$ cat src/rtl/arbiter_pkg.sv
// arbiter_pkg: shared states, grant codes and round-robin helpers for the three-client arbiter
package arbiter_pkg;
  localparam int NUM_CLIENTS = 3;
  localparam logic [1:0] CODE_NONE = 2'b00;
  localparam logic [1:0] CODE_C0   = 2'b11;
  localparam logic [1:0] CODE_C1   = 2'b10;
  localparam logic [1:0] CODE_C2   = 2'b01;
  // Low two state bits carry the grant code so Q1/Q0 come straight off the state flops
  typedef enum logic [2:0] {
    IDLE = {1'b0, CODE_NONE},
    GNT0 = {1'b0, CODE_C0},
    GNT1 = {1'b0, CODE_C1},
    GNT2 = {1'b0, CODE_C2},
    TURN = {1'b1, CODE_NONE}
  } state_t;
  function automatic logic [1:0] rr_next(input logic [1:0] i);
    return (i == 2'd2) ? 2'd0 : i + 2'd1;
  endfunction
  function automatic state_t gnt_state(input logic [1:0] i);
    return (i == 2'd0) ? GNT0 : (i == 2'd1) ? GNT1 : GNT2;
  endfunction
endpackage

$ cat src/rtl/rr_pick.sv
// rr_pick: combinational round-robin winner search starting after the last-grant pointer
module rr_pick
  import arbiter_pkg::*;
(
  input  logic [NUM_CLIENTS-1:0] req,
  input  logic [1:0]             ptr,
  output logic                   valid,
  output logic [1:0]             win
);
  logic [1:0] c1, c2, c3;
  always_comb begin
    c1 = rr_next(ptr);
    c2 = rr_next(c1);
    c3 = rr_next(c2);
    valid = |req;
    win = req[c1] ? c1 : req[c2] ? c2 : c3;
  end
endmodule

$ cat src/rtl/arbiter_fsm.sv
// arbiter_fsm: three-client round-robin grant FSM with bounded hold and idle turnaround
module arbiter_fsm
  import arbiter_pkg::*;
#(
  parameter int MAX_HOLD = 8,
  parameter int GAP      = 1,
  parameter int CNT_W    = 8
) (
  input  logic                   clk,
  input  logic                   rst_n,
  input  logic [NUM_CLIENTS-1:0] req,
  output logic                   Q1,
  output logic                   Q0,
  output logic                   busy,
  output logic                   timeout
);
  state_t           state, state_nx;
  logic [1:0]       ptr, ptr_nx, cur, win;
  logic [CNT_W-1:0] hold_cnt, hold_nx, gap_cnt, gap_nx;
  logic             valid, arb, timeout_nx;

  rr_pick u_pick (
    .req  (req),
    .ptr  (ptr),
    .valid(valid),
    .win  (win)
  );

  always_comb begin
    cur = state == GNT0 ? 2'd0 : state == GNT1 ? 2'd1 : 2'd2;
    state_nx = state;
    ptr_nx = ptr;
    hold_nx = hold_cnt;
    gap_nx = gap_cnt;
    timeout_nx = 1'b0;
    arb = 1'b0;
    case (state)
      IDLE: arb = 1'b1;
      GNT0, GNT1, GNT2:
        if (req[cur] && hold_cnt < CNT_W'(MAX_HOLD)) hold_nx = hold_cnt + CNT_W'(1);
        else begin
          timeout_nx = req[cur];
          state_nx = TURN;
          gap_nx = CNT_W'(1);
          arb = GAP == 0;
        end
      TURN:
        if (gap_cnt >= CNT_W'(GAP)) arb = 1'b1;
        else gap_nx = gap_cnt + CNT_W'(1);
      default: state_nx = IDLE;
    endcase
    // Arbitration overrides the TURN entry when the gap is zero
    if (arb) begin
      state_nx = valid ? gnt_state(win) : IDLE;
      ptr_nx = valid ? win : ptr;
      hold_nx = valid ? CNT_W'(1) : hold_cnt;
      gap_nx = '0;
    end
  end

  always_ff @(posedge clk or negedge rst_n)
    if (!rst_n) begin
      state <= IDLE;
      ptr <= 2'd2;
      hold_cnt <= '0;
      gap_cnt <= '0;
      timeout <= 1'b0;
      busy <= 1'b0;
    end else begin
      state <= state_nx;
      ptr <= ptr_nx;
      hold_cnt <= hold_nx;
      gap_cnt <= gap_nx;
      timeout <= timeout_nx;
      busy <= state_nx inside {GNT0, GNT1, GNT2};
    end

  assign Q1 = state[1];
  assign Q0 = state[0];
endmodule

$ cat config.mk
export PLATFORM = sky130hd
export DESIGN_NAME = arbiter_fsm
export DESIGN_NICKNAME = d
export VERILOG_FILES = /design/src/rtl/arbiter_pkg.sv /design/src/rtl/rr_pick.sv /design/src/rtl/arbiter_fsm.sv
export SDC_FILE = /design/constraint.sdc
export NUM_CORES = 1
export LEC_CHECK = 0
export CORE_MARGIN = 3
export CORE_UTILIZATION = 35
export DETAILED_ROUTE_END_ITERATION = 10
export PLACE_DENSITY = 0.52
export SLEW_MARGIN = 20
export SYNTH_ARGS = -nofsm -noshare
export SYNTH_HDL_FRONTEND = slang
export SYNTH_SLANG_ARGS = --single-unit
$ cat constraint.sdc
create_clock -name clk -period 3.5 [get_ports clk]
set_input_delay 0.7 -clock clk [delete_from_list [all_inputs] [get_ports clk]]
set_output_delay 0.7 -clock clk [all_outputs]
set_load 0.02 [all_outputs]
==> results.sh, run 1 <==
export IMPL_status="complete, no violations"
export IMPL_multi_input_area_um2=479
export IMPL_grt_pass1_wl_um=3190
export IMPL_layout_drive_gt1_share_pct=11.6
export IMPL_rsz0062_at_grt="false"
export IMPL_ys_warn_count=0
export IMPL_setup_tns_final_ns=0
export IMPL_placedCellCount=139
export IMPL_number_of_drc_markers_in_iteration_0=15
export IMPL_finalCoreUtilization_pct=42.7
export IMPL_detail_route_vias_per_cell=5.11
export IMPL_drc=0
export IMPL_crit_arrival_ns=2.47
export IMPL_critPathMaxFanout=10
export IMPL_syn_to_final_growth_pct=12.6
export IMPL_finalCritPeriodShare_pct=65.1
export IMPL_net_count_after_synthesis=110
export IMPL_grt_most_used_layer="met1"
export IMPL_min_delay_path_class="input port to asynchronous set/reset pin"
export IMPL_crit_reg2reg_capture="hold_cnt[0]"
export IMPL_final_setup_skew_ns=0.00193
export IMPL_insertion_delay_ns=0.30
export IMPL_globalplace_congestion=0.855
export IMPL_critPathRequiredTime_ns=3.69
export IMPL_endpoint_kind="register"
export IMPL_instances_no_fill=143
export IMPL_hold_ws_ns=0.351
export IMPL_number_of_max_slew_violations_in_the_final_report=0
export IMPL_grt_met2_usage_pct=15.4
export IMPL_pwr_density_cell_nw_per_um2=738
export IMPL_finalSetupViolCount=0
export IMPL_power_static_leakage_uw=0.000543
export IMPL_die_area_um2=3800
export IMPL_route_final_wire_length_um=1860
export IMPL_pre_cts_ws_ns=0.917
export IMPL_synthFlopType="sky130_fd_sc_hd__dfrtp_1"
export IMPL_diodes=0
export IMPL_clock_tree_htree_level_count=1
export IMPL_fin_crit_ns=2.28
export IMPL_postCtsHoldBufs=0
export IMPL_cts_root_buffer="sky130_fd_sc_hd__clkbuf_4"
export IMPL_fin_nets=122
export IMPL_synth_edff_count=0
export IMPL_setup_slack_ns=1.22
export IMPL_upper_clock_frequency_limit_mhz=439
export IMPL_slew_headroom_pct=66.5
export IMPL_layout_filler_cells=284
export IMPL_routed_via_count=731
export IMPL_post_cts_buffers=0
export IMPL_detailed_place_hpwl_um=1380
export IMPL_synth_area_per_cell_um2=10.7
export IMPL_cts_clk_slew_worst_paths_ns=0.12
export IMPL_path_common_cell="sky130_fd_sc_hd__mux2_2"
export IMPL_grt_util_all_layers_pct=11.5
export IMPL_clock_tree_from_tritoncts="done"
export IMPL_start_kind="input port"
export IMPL_clk_path_buf_depth=2
export IMPL_groute_layer_met1_usage_pct=17.3
export IMPL_global_route_overflow_total=0
export IMPL_row_count=19
export IMPL_critPathKind="input port to register"
export IMPL_mean_routed_wirelength_per_cell_um=13.0
export IMPL_floorplan_initialDensity_pct=37.9
export IMPL_r2r_cells=6
export IMPL_critPathBufInv=1
export IMPL_count_of_mapped_cells_out_of_synthesis=101
export IMPL_cts_sinks=23
export IMPL_sequence_of_cells_on_the_critical_path="clkdlybuf4s50_1 -> mux2_2 -> mux2_2 -> a22oi_2 -> and2_1 -> nor2_1"
export IMPL_port_buffer_count=8
export IMPL_worst_slew_pin_slew_ns=0.502
export IMPL_yosysSeqAreaShare_pct=53.3
export IMPL_cp_slowest_cell="sky130_fd_sc_hd__clkdlybuf4s50_1"
export IMPL_synth_cell_types=36
export IMPL_die_width_um=61.6
export IMPL_die_h_um=61.6
export IMPL_cts_buffers_inserted=3
export IMPL_reg2reg_slack_ns=1.52
export IMPL_r2r_start="gap_cnt[0]"
export IMPL_post_cts_resize_count=0
export IMPL_maximum_number_of_pins_on_one_net_before_global_route_repair=24
export IMPL_vdd_ir_drop_worst_uv=357
export IMPL_synthesis_area_um2=1080
export IMPL_timing_max_cap_violations=0
export IMPL_boundaryPins=9
export IMPL_async_reset_ff_share_pct=100
export IMPL_vias_in_the_first_global_route=711
export IMPL_worst_path_largest_cell_delay_ns=0.46
export IMPL_number_of_antenna_violations_at_the_first_check_in_global_routing=0
export IMPL_ff_latch_area_um2=577
export IMPL_ys_ff_latch=23
export IMPL_drt_pass1_iterations=2
export IMPL_grt_met3_usage_pct=2.52
export IMPL_hold_vio_cnt_final=0
export IMPL_floorplan_core_area_um2=2850
export IMPL_top_family_by_delay_on_critical_path="multiplexers"
export IMPL_ant_nets=0
sequential cells by signal, indices dropped and copies added, names as in the netlist:
signal / flops
state: 3
busy: 1
hold_cnt: 8
gap_cnt: 8
ptr: 2
timeout: 1
routing by layer:
| layer | up-vias | routed length [um] |
|---|---|---|
| li1 | 379 | - |
| met2 | 6 | 779 |
| met1 | 344 | 1000 |
| met3 | 2 | 54 |
| met5 | - | 0 |
| met4 | 0 | 18 |
cell families after synthesis:
group	count (synthesis)	synth area share [%]
adder cells (fa/ha/maj)	4	4.62
AO/OA/AOI/OAI	23	16.0
multiplexers	3	3.01
buffers and inverters	7	2.43
XOR/XNOR	1	0.809
flip-flops	23	53.3
AND/OR/NAND/NOR	40	19.9
per-stage QoR:
stage	instance area (um^2)	power, uW
floorplan	1080	678
global placement	1200	790
detailed placement	1200	791
CTS	1220	914
global route	1220	981
finish	1220	899
worst max-delay path by stage:
stage / end / slack, ns / startpoint / cells after the start
6_report: gap_cnt[2] / 1.22 / req[1] / 6
3_5_place_dp: gap_cnt[2] / 0.92 / req[1] / 6
3_3_place_gp: gap_cnt[2] / 0.95 / req[1] / 6
5_1_grt: gap_cnt[5] / 1.15 / req[1] / 6
4_1_cts: gap_cnt[2] / 1.25 / req[1] / 6
2_1_floorplan: gap_cnt[2] / 1.55 / req[0] / 5
report_power, final:
part	internal (uW)	switching, uW	total (uW)
Clock	44.3	73.3	118
Combinational	168	222	390
Sequential	331	60.4	392
layout by cell type, fill, tap and decap left out, types with 2 or more instances in the layout:
master,netlist,final
sky130_fd_sc_hd__nor2_1,14,14
sky130_fd_sc_hd__a21oi_1,3,3
sky130_fd_sc_hd__inv_1,6,6
sky130_fd_sc_hd__clkbuf_4,0,3
sky130_fd_sc_hd__nor2b_1,6,6
sky130_fd_sc_hd__o21a_1,3,3
sky130_fd_sc_hd__clkdlybuf4s50_1,0,7
sky130_fd_sc_hd__nand2b_1,2,2
sky130_fd_sc_hd__nand2_1,7,7
sky130_fd_sc_hd__dfrtp_1,22,22
sky130_fd_sc_hd__ha_1,4,4
sky130_fd_sc_hd__a41oi_1,4,4
sky130_fd_sc_hd__mux2_2,2,2
sky130_fd_sc_hd__o21ai_0,4,4
Yosys cell counts (all sizes together), types with 2 or more instances:
library cell | n | area, um^2
dfrtp | 22 | 551
inv | 6 | 22.5
a41oi | 4 | 35.0
a21oi | 4 | 23.8
o21a | 3 | 22.5
nand2b | 2 | 12.5
mux2 | 2 | 22.5
o21ai | 4 | 20.0
ha | 4 | 50.1
nor2b | 6 | 37.5
a22oi | 2 | 20.0
nand2 | 7 | 26.3
nor2 | 15 | 58.8
cell type report:
cell class,count,area share [%]
Clock buffer,4,2.16
Sequential cell,23,47.3
Multi-Input combinational cell,71,39.3
Inverter,6,1.85
Tap cell,31,3.18
Timing Repair Buffer,8,6.16
Note: power is estimated with default switching activity, not from simulation.
==> run 2: changes to the inputs <==
==> constraint.sdc (replaced) <==
create_clock -name clk -period 2.2 [get_ports clk]
set_input_delay 0.44 -clock clk [delete_from_list [all_inputs] [get_ports clk]]
set_output_delay 0.44 -clock clk [all_outputs]
set_load 0.02 [all_outputs]
==> run 2 against run 1 <==
Flip-flop and latch count unchanged; register-to-register slack got worse by 1.3 ns; combinational power rose by 76%; utilization is 1.9 points higher; critical path depth did not move; global-route usage is 1.4 points higher; sequential share of layout area fell by 2.0 points.
==> results.sh, run 2 (synthesis results as in run 1) <==
export IMPL_slew_headroom_pct=70.3
export IMPL_clk_path_buf_depth=2
export IMPL_setup_tns_final_ns=0
export IMPL_cts_root_buffer="sky130_fd_sc_hd__clkbuf_4"
export IMPL_critPathMaxFanout=7
export IMPL_grt_pass1_wl_um=3550
export IMPL_vdd_ir_drop_worst_uv=514
export IMPL_power_frac_seq_pct=41.3
export IMPL_placedCellCount=145
export IMPL_endpoint_kind="register"
export IMPL_number_of_antenna_violations_at_the_first_check_in_global_routing=0
export IMPL_drc=0
export IMPL_row_count=19
export IMPL_timing_max_cap_violations=0
export IMPL_worst_path_largest_cell_delay_ns=0.48
export IMPL_vias_in_the_first_global_route=789
export IMPL_fin_crit_ns=1.93
export IMPL_post_cts_buffers=0
export IMPL_mean_routed_wirelength_per_cell_um=13.4
export IMPL_die_h_um=61.6
export IMPL_post_cts_resize_count=0
export IMPL_finalCritPeriodShare_pct=87.9
export IMPL_critPathKind="register to register"
export IMPL_top_family_by_delay_on_critical_path="simple AND/OR/NAND/NOR gates"
export IMPL_insertion_delay_ns=0.32
export IMPL_rsz0062_at_grt="false"
export IMPL_power_uw=1510
export IMPL_layout_cells_most_common="sky130_fd_sc_hd__dfrtp_1"
export IMPL_critPathBufInv=0
export IMPL_power_share_combinational_pct=45.4
export IMPL_clock_tree_htree_level_count=1
export IMPL_layout_drive_gt1_share_pct=16.1
export IMPL_number_of_drc_markers_in_iteration_0=28
export IMPL_diodes=0
export IMPL_globalplace_congestion=0.772
export IMPL_sequence_of_cells_on_the_critical_path="ha_1 -> nor4b_1 -> nand4_1 -> o311a_1 -> nor2_1 -> mux2i_1"
export IMPL_layout_filler_cells=283
export IMPL_mostFrequentLayoutCells="sky130_fd_sc_hd__dfrtp_1 (22), sky130_fd_sc_hd__nor2_1 (14), sky130_fd_sc_hd__clkdlybuf4s50_1 (8), sky130_fd_sc_hd__nand2_1 (7)"
export IMPL_p_int_uw=913
export IMPL_instances_no_fill=149
export IMPL_port_buffer_count=8
export IMPL_power_static_leakage_uw=0.000570
export IMPL_die_area_um2=3800
export IMPL_final_setup_skew_ns=0.00554
export IMPL_floorplan_core_area_um2=2850
export IMPL_boundaryPins=9
export IMPL_die_width_um=61.6
export IMPL_routed_via_count=768
export IMPL_p_clk_share_pct=13.4
export IMPL_clock_tree_from_tritoncts="done"
export IMPL_upper_clock_frequency_limit_mhz=517
export IMPL_postCtsHoldBufs=0
export IMPL_route_final_wire_length_um=2000
export IMPL_min_delay_path_class="input port to asynchronous set/reset pin"
export IMPL_crit_arrival_ns=2.15
export IMPL_fin_nets=128
export IMPL_status="complete, no violations"
export IMPL_worst_slew_pin_slew_ns=0.444
export IMPL_finalSetupViolCount=0
export IMPL_pwr_density_cell_nw_per_um2=1190
export IMPL_proportion_of_total_power_due_to_net_switching_pct=39.6
export IMPL_syn_to_final_growth_pct=17.6
export IMPL_hold_vio_cnt_final=0
export IMPL_cts_buffers_inserted=3
export IMPL_critPathRequiredTime_ns=2.41
export IMPL_drt_pass1_iterations=4
export IMPL_detailed_place_hpwl_um=1540
export IMPL_detail_route_vias_per_cell=5.15
export IMPL_grt_util_all_layers_pct=12.8
export IMPL_maximum_number_of_pins_on_one_net_before_global_route_repair=17
export IMPL_number_of_max_slew_violations_in_the_final_report=0
export IMPL_start_kind="register"
export IMPL_total_switching_power_uw=600
export IMPL_floorplan_initialDensity_pct=37.9
export IMPL_ant_nets=0
export IMPL_cts_clk_slew_worst_paths_ns=0.13
export IMPL_global_route_overflow_total=0
export IMPL_cp_slowest_cell="sky130_fd_sc_hd__dfrtp_1"
export IMPL_cts_sinks=23
export IMPL_largestRegisters="gap_cnt x8, hold_cnt x8, state x3"
-- run 2: cell count changes in the layout (fill, tap and decap cells not counted) --
cell / previous run / this run
sky130_fd_sc_hd__buf_2: 1 / 0
sky130_fd_sc_hd__buf_4: 0 / 6
sky130_fd_sc_hd__clkbuf_1: 1 / 0
sky130_fd_sc_hd__clkdlybuf4s50_1: 7 / 8
sky130_fd_sc_hd__clkinvlp_4: 0 / 1
-- run 2: area by class of cell --
| cell class | instances | area, um^2 | share of cell area (%) |
|---|---|---|---|
| Tap cell | 31 | 38.8 | 3.05 |
| Multi-Input combinational cell | 71 | 479 | 37.7 |
| Clock inverter | 1 | 7.51 | 0.590 |
| Clock buffer | 3 | 22.5 | 1.77 |
| Inverter | 6 | 22.5 | 1.77 |
| Sequential cell | 23 | 577 | 45.3 |
| Timing Repair Buffer | 14 | 125 | 9.83 |
-- run 2: worst reg2reg max path, cell delays in order, from the launching register on --
cell and delay, ns:
sky130_fd_sc_hd__dfrtp_1 0.48, sky130_fd_sc_hd__ha_1 0.24, sky130_fd_sc_hd__nor4b_1 0.24, sky130_fd_sc_hd__nand4_1 0.26
sky130_fd_sc_hd__o311a_1 0.28, sky130_fd_sc_hd__nor2_1 0.23, sky130_fd_sc_hd__mux2i_1 0.10
-- run 2: layer usage --
layer  vias up  track usage [%]  part of all wire [%]
met5         -                0                     0
met4         0             2.73                  0.60
met3         2             5.24                   5.0
met2        13             19.9                    45
met1       362             16.9                    49
li1        391                -                     -
-- run 2: path summary, 6_finish.rpt --
path / end / cells after the start / slack, ns / from
setup / recovery: hold_cnt[0] / 6 / 0.27 / gap_cnt[0]
hold / removal: timeout / 1 / 0.38 / rst_n
setup reg to reg: hold_cnt[0] / 6 / 0.27 / gap_cnt[0]
hold reg to reg: hold_cnt[6] / 1 / 0.52 / hold_cnt[6]
max in group asynchronous: state[2] / 2 / 1.28 / rst_n
min in group clk: hold_cnt[6] / 1 / 0.52 / hold_cnt[6]
-- run 2: power by group through the flow --
stage	clock (uW)	combinational [uW]	sequential, uW
after floorplan	0	436	643
after global placement	0	690	631
after detailed placement	0	693	634
after CTS	219	697	625
after global routing	236	777	643
final	202	687	624
-- run 2: metrics by stage --
step | utilization, % | area [um^2] | setup WS (ns) | hold WS [ns]
after floorplan | - | 1080 | 0.357 | 0.144
after global placement | 43.6 | 1240 | 0.140 | 0.487
after detailed placement | 43.6 | 1240 | 0.122 | 0.493
after CTS | 44.6 | 1270 | 0.242 | 0.384
after global routing | 44.6 | 1270 | 0.0360 | 0.378
final | 44.6 | 1270 | 0.266 | 0.384
==> run 3: changes to the inputs <==
--- a/config.mk
+++ b/config.mk
@@ -8,7 +8,7 @@
 export CORE_MARGIN = 3
 export CORE_UTILIZATION = 35
 export DETAILED_ROUTE_END_ITERATION = 10
-export PLACE_DENSITY = 0.52
+export PLACE_DENSITY = 0.54
 export SLEW_MARGIN = 20
 export SYNTH_ARGS = -nofsm -noshare
 export SYNTH_HDL_FRONTEND = slang
==> constraint.sdc (replaced) <==
create_clock -name clk -period 1.6 [get_ports clk]
set_input_delay 0.32 -clock clk [delete_from_list [all_inputs] [get_ports clk]]
set_output_delay 0.32 -clock clk [all_outputs]
set_load 0.02 [all_outputs]
==> run 3 against run 2 <==
The flow now finishes with violations (negative setup slack); via count is 12% higher; design area grew 25%; clock power rose by 29%; global-route usage grew 0.94 points; sequential power increased by 34%; utilization is 11 points higher; clock skew decreased by 0.0012 ns; flip-flop and latch count is the same; non-clock buffer count rose by 19; critical path depth is 1 lower; combinational power rose by 130%.
==> results.sh, run 3 (synthesis results as in run 1) <==
export IMPL_status="finished with violations"
export IMPL_violated_checks="negative setup slack"
export IMPL_setup_worst_path_start="hold_cnt[6]"
export IMPL_globalplace_congestion=0.838
export IMPL_global_route_overflow_total=0
export IMPL_hold_vio_cnt_final=0
export IMPL_timing_max_cap_violations=0
export IMPL_pwr_density_cell_nw_per_um2=1700
export IMPL_grt_util_all_layers_pct=13.8
export IMPL_row_count=19
export IMPL_ant_nets=0
export IMPL_floorplan_initialDensity_pct=37.9
export IMPL_maximum_number_of_pins_on_one_net_before_global_route_repair=24
export IMPL_insertion_delay_ns=0.31
export IMPL_reg2reg_slack_ns=-0.22
export IMPL_finalSetupViolCount=16
export IMPL_number_of_antenna_violations_at_the_first_check_in_global_routing=0
export IMPL_cts_clk_slew_worst_paths_ns=0.12
export IMPL_route_final_wire_length_um=2320
export IMPL_hold_ws_ns=0.358
export IMPL_rsz0062_at_grt="true"
export IMPL_mostFrequentLayoutCells="sky130_fd_sc_hd__dfrtp_1 (21), sky130_fd_sc_hd__buf_4 (20), sky130_fd_sc_hd__nor2_1 (11), sky130_fd_sc_hd__nand2_1 (6), sky130_fd_sc_hd__nor2b_1 (5)"
export IMPL_routed_via_count=861
export IMPL_number_of_max_slew_violations_in_the_final_report=0
export IMPL_die_area_um2=3800
export IMPL_vdd_ir_drop_worst_uv=620
export IMPL_postCtsHoldBufs=0
export IMPL_grt_pass1_wl_um=3820
export IMPL_crit_arrival_ns=2.03
export IMPL_endpoint_kind="register"
export IMPL_die_width_um=61.6
export IMPL_slew_headroom_pct=79.1
export IMPL_detailed_place_hpwl_um=1570
export IMPL_diodes=0
export IMPL_cts_root_buffer="sky130_fd_sc_hd__clkbuf_4"
export IMPL_largestRegisters="gap_cnt x8, hold_cnt x8, state x3"
export IMPL_worst_slew_pin_slew_ns=0.313
export IMPL_critPathMaxFanout=3
export IMPL_detail_route_vias_per_cell=5.13
export IMPL_mean_routed_wirelength_per_cell_um=13.8
export IMPL_boundaryPins=9
export IMPL_cts_buffers_inserted=3
export IMPL_syn_to_final_growth_pct=47.4
export IMPL_finalCritPeriodShare_pct=114
export IMPL_die_h_um=61.6
export IMPL_floorplan_core_area_um2=2850
export IMPL_clock_tree_from_tritoncts="done"
export IMPL_drc=0
export IMPL_fin_nets=147
export IMPL_clock_tree_htree_level_count=1
export IMPL_critPathRequiredTime_ns=1.81
export IMPL_crit_reg2reg_capture="hold_cnt[2]"
export IMPL_drt_pass1_iterations=4
export IMPL_layout_drive_gt1_share_pct=43.1
export IMPL_critical_path_endpoint="hold_cnt[2]"
export IMPL_fin_crit_ns=1.82
export IMPL_number_of_drc_markers_in_iteration_0=21
export IMPL_setup_slack_ns=-0.220
export IMPL_cts_sinks=23
export IMPL_setup_tns_final_ns=-2.53
export IMPL_upper_clock_frequency_limit_mhz=549
export IMPL_final_setup_skew_ns=0.00438
export IMPL_r2r_cells=5
export IMPL_critPathKind="register to register"
export IMPL_start_kind="register"
export IMPL_min_delay_path_class="input port to asynchronous set/reset pin"
export IMPL_layout_cells_most_common="sky130_fd_sc_hd__dfrtp_1"
export IMPL_port_buffer_count=8
export IMPL_clk_path_buf_depth=2
export IMPL_power_static_leakage_uw=0.000736
export IMPL_r2r_start="hold_cnt[6]"
export IMPL_vias_in_the_first_global_route=849
==> run 3: cell types whose count changed in the layout (fill, tap and decap cells not counted), sizes merged <==
cell | previous run | this run
buf | 6 | 25
clkdlybuf4s50 | 8 | 4
dlygate4sd2 | 0 | 2
dlymetal6s2s | 0 | 2
clkbuf | 3 | 4
clkinvlp | 1 | 0
==> run 3: area by class of cell <==
class                   count  area [um^2]
well taps                  31         38.8
multi-input cells          71          647
inverters                   6         22.5
fillers                   241         1260
flip-flops and latches     23          578
repair buffers             33          283
clock buffers               4         26.3
==> run 3: report_power, final <==
part           leakage, uW  internal (uW)  switching [uW]
Clock            0.0000150           97.3             164
Combinational     0.000420            830             782
Sequential        0.000301            727             108
==> run 3: metal layers <==
| metal | vias to the layer above | wire [um] | GRT usage, % |
|---|---|---|---|
| met5 | - | 0 | 0 |
| met4 | 0 | 55 | 7.27 |
| met3 | 5 | 63 | 1.89 |
| met2 | 12 | 1080 | 21.5 |
| met1 | 417 | 1120 | 18.5 |
| li1 | 427 | - | - |
==> run 3: stage by stage <==
stage / utilization (%) / power, uW / cells / setup WS, ns / instance area (um^2)
2_1_floorplan: - / 1600 / 101 / -0.139 / 1130
3_3_place_gp: 48.0 / 2040 / 157 / -0.342 / 1370
3_5_place_dp: 48.0 / 2060 / 157 / -0.364 / 1370
4_1_cts: 52.2 / 2480 / 165 / -0.229 / 1490
5_1_grt: 55.9 / 2900 / 168 / -0.272 / 1600
6_report: 55.9 / 2710 / 168 / -0.220 / 1600
==> run 3: worst min-delay path by stage <==
stage                           start           to  slack, ns
final                           rst_n   gap_cnt[0]       0.36
after global routing            rst_n  hold_cnt[4]       0.37
after CTS                       rst_n     state[1]       0.36
after detailed placement  hold_cnt[4]  hold_cnt[4]       0.49
after global placement    hold_cnt[4]  hold_cnt[4]       0.49
after floorplan                 rst_n         busy       0.02
==> run 3: critical path, stage by stage, from the launching register on <==
cell and delay, ns:
sky130_fd_sc_hd__dfrtp_1 0.39, sky130_fd_sc_hd__or4_4 0.55, sky130_fd_sc_hd__or3_4 0.38, sky130_fd_sc_hd__a211oi_4 0.22
sky130_fd_sc_hd__xnor2_2 0.15, sky130_fd_sc_hd__nor2_2 0.04
==> run 3: repair_timing <==
item                       CTS  global route
setup buffers                5             2
pin swaps                    2             4
gates resized for setup     16            17
gates cloned                 0             1
setup endpoints to repair   23            24
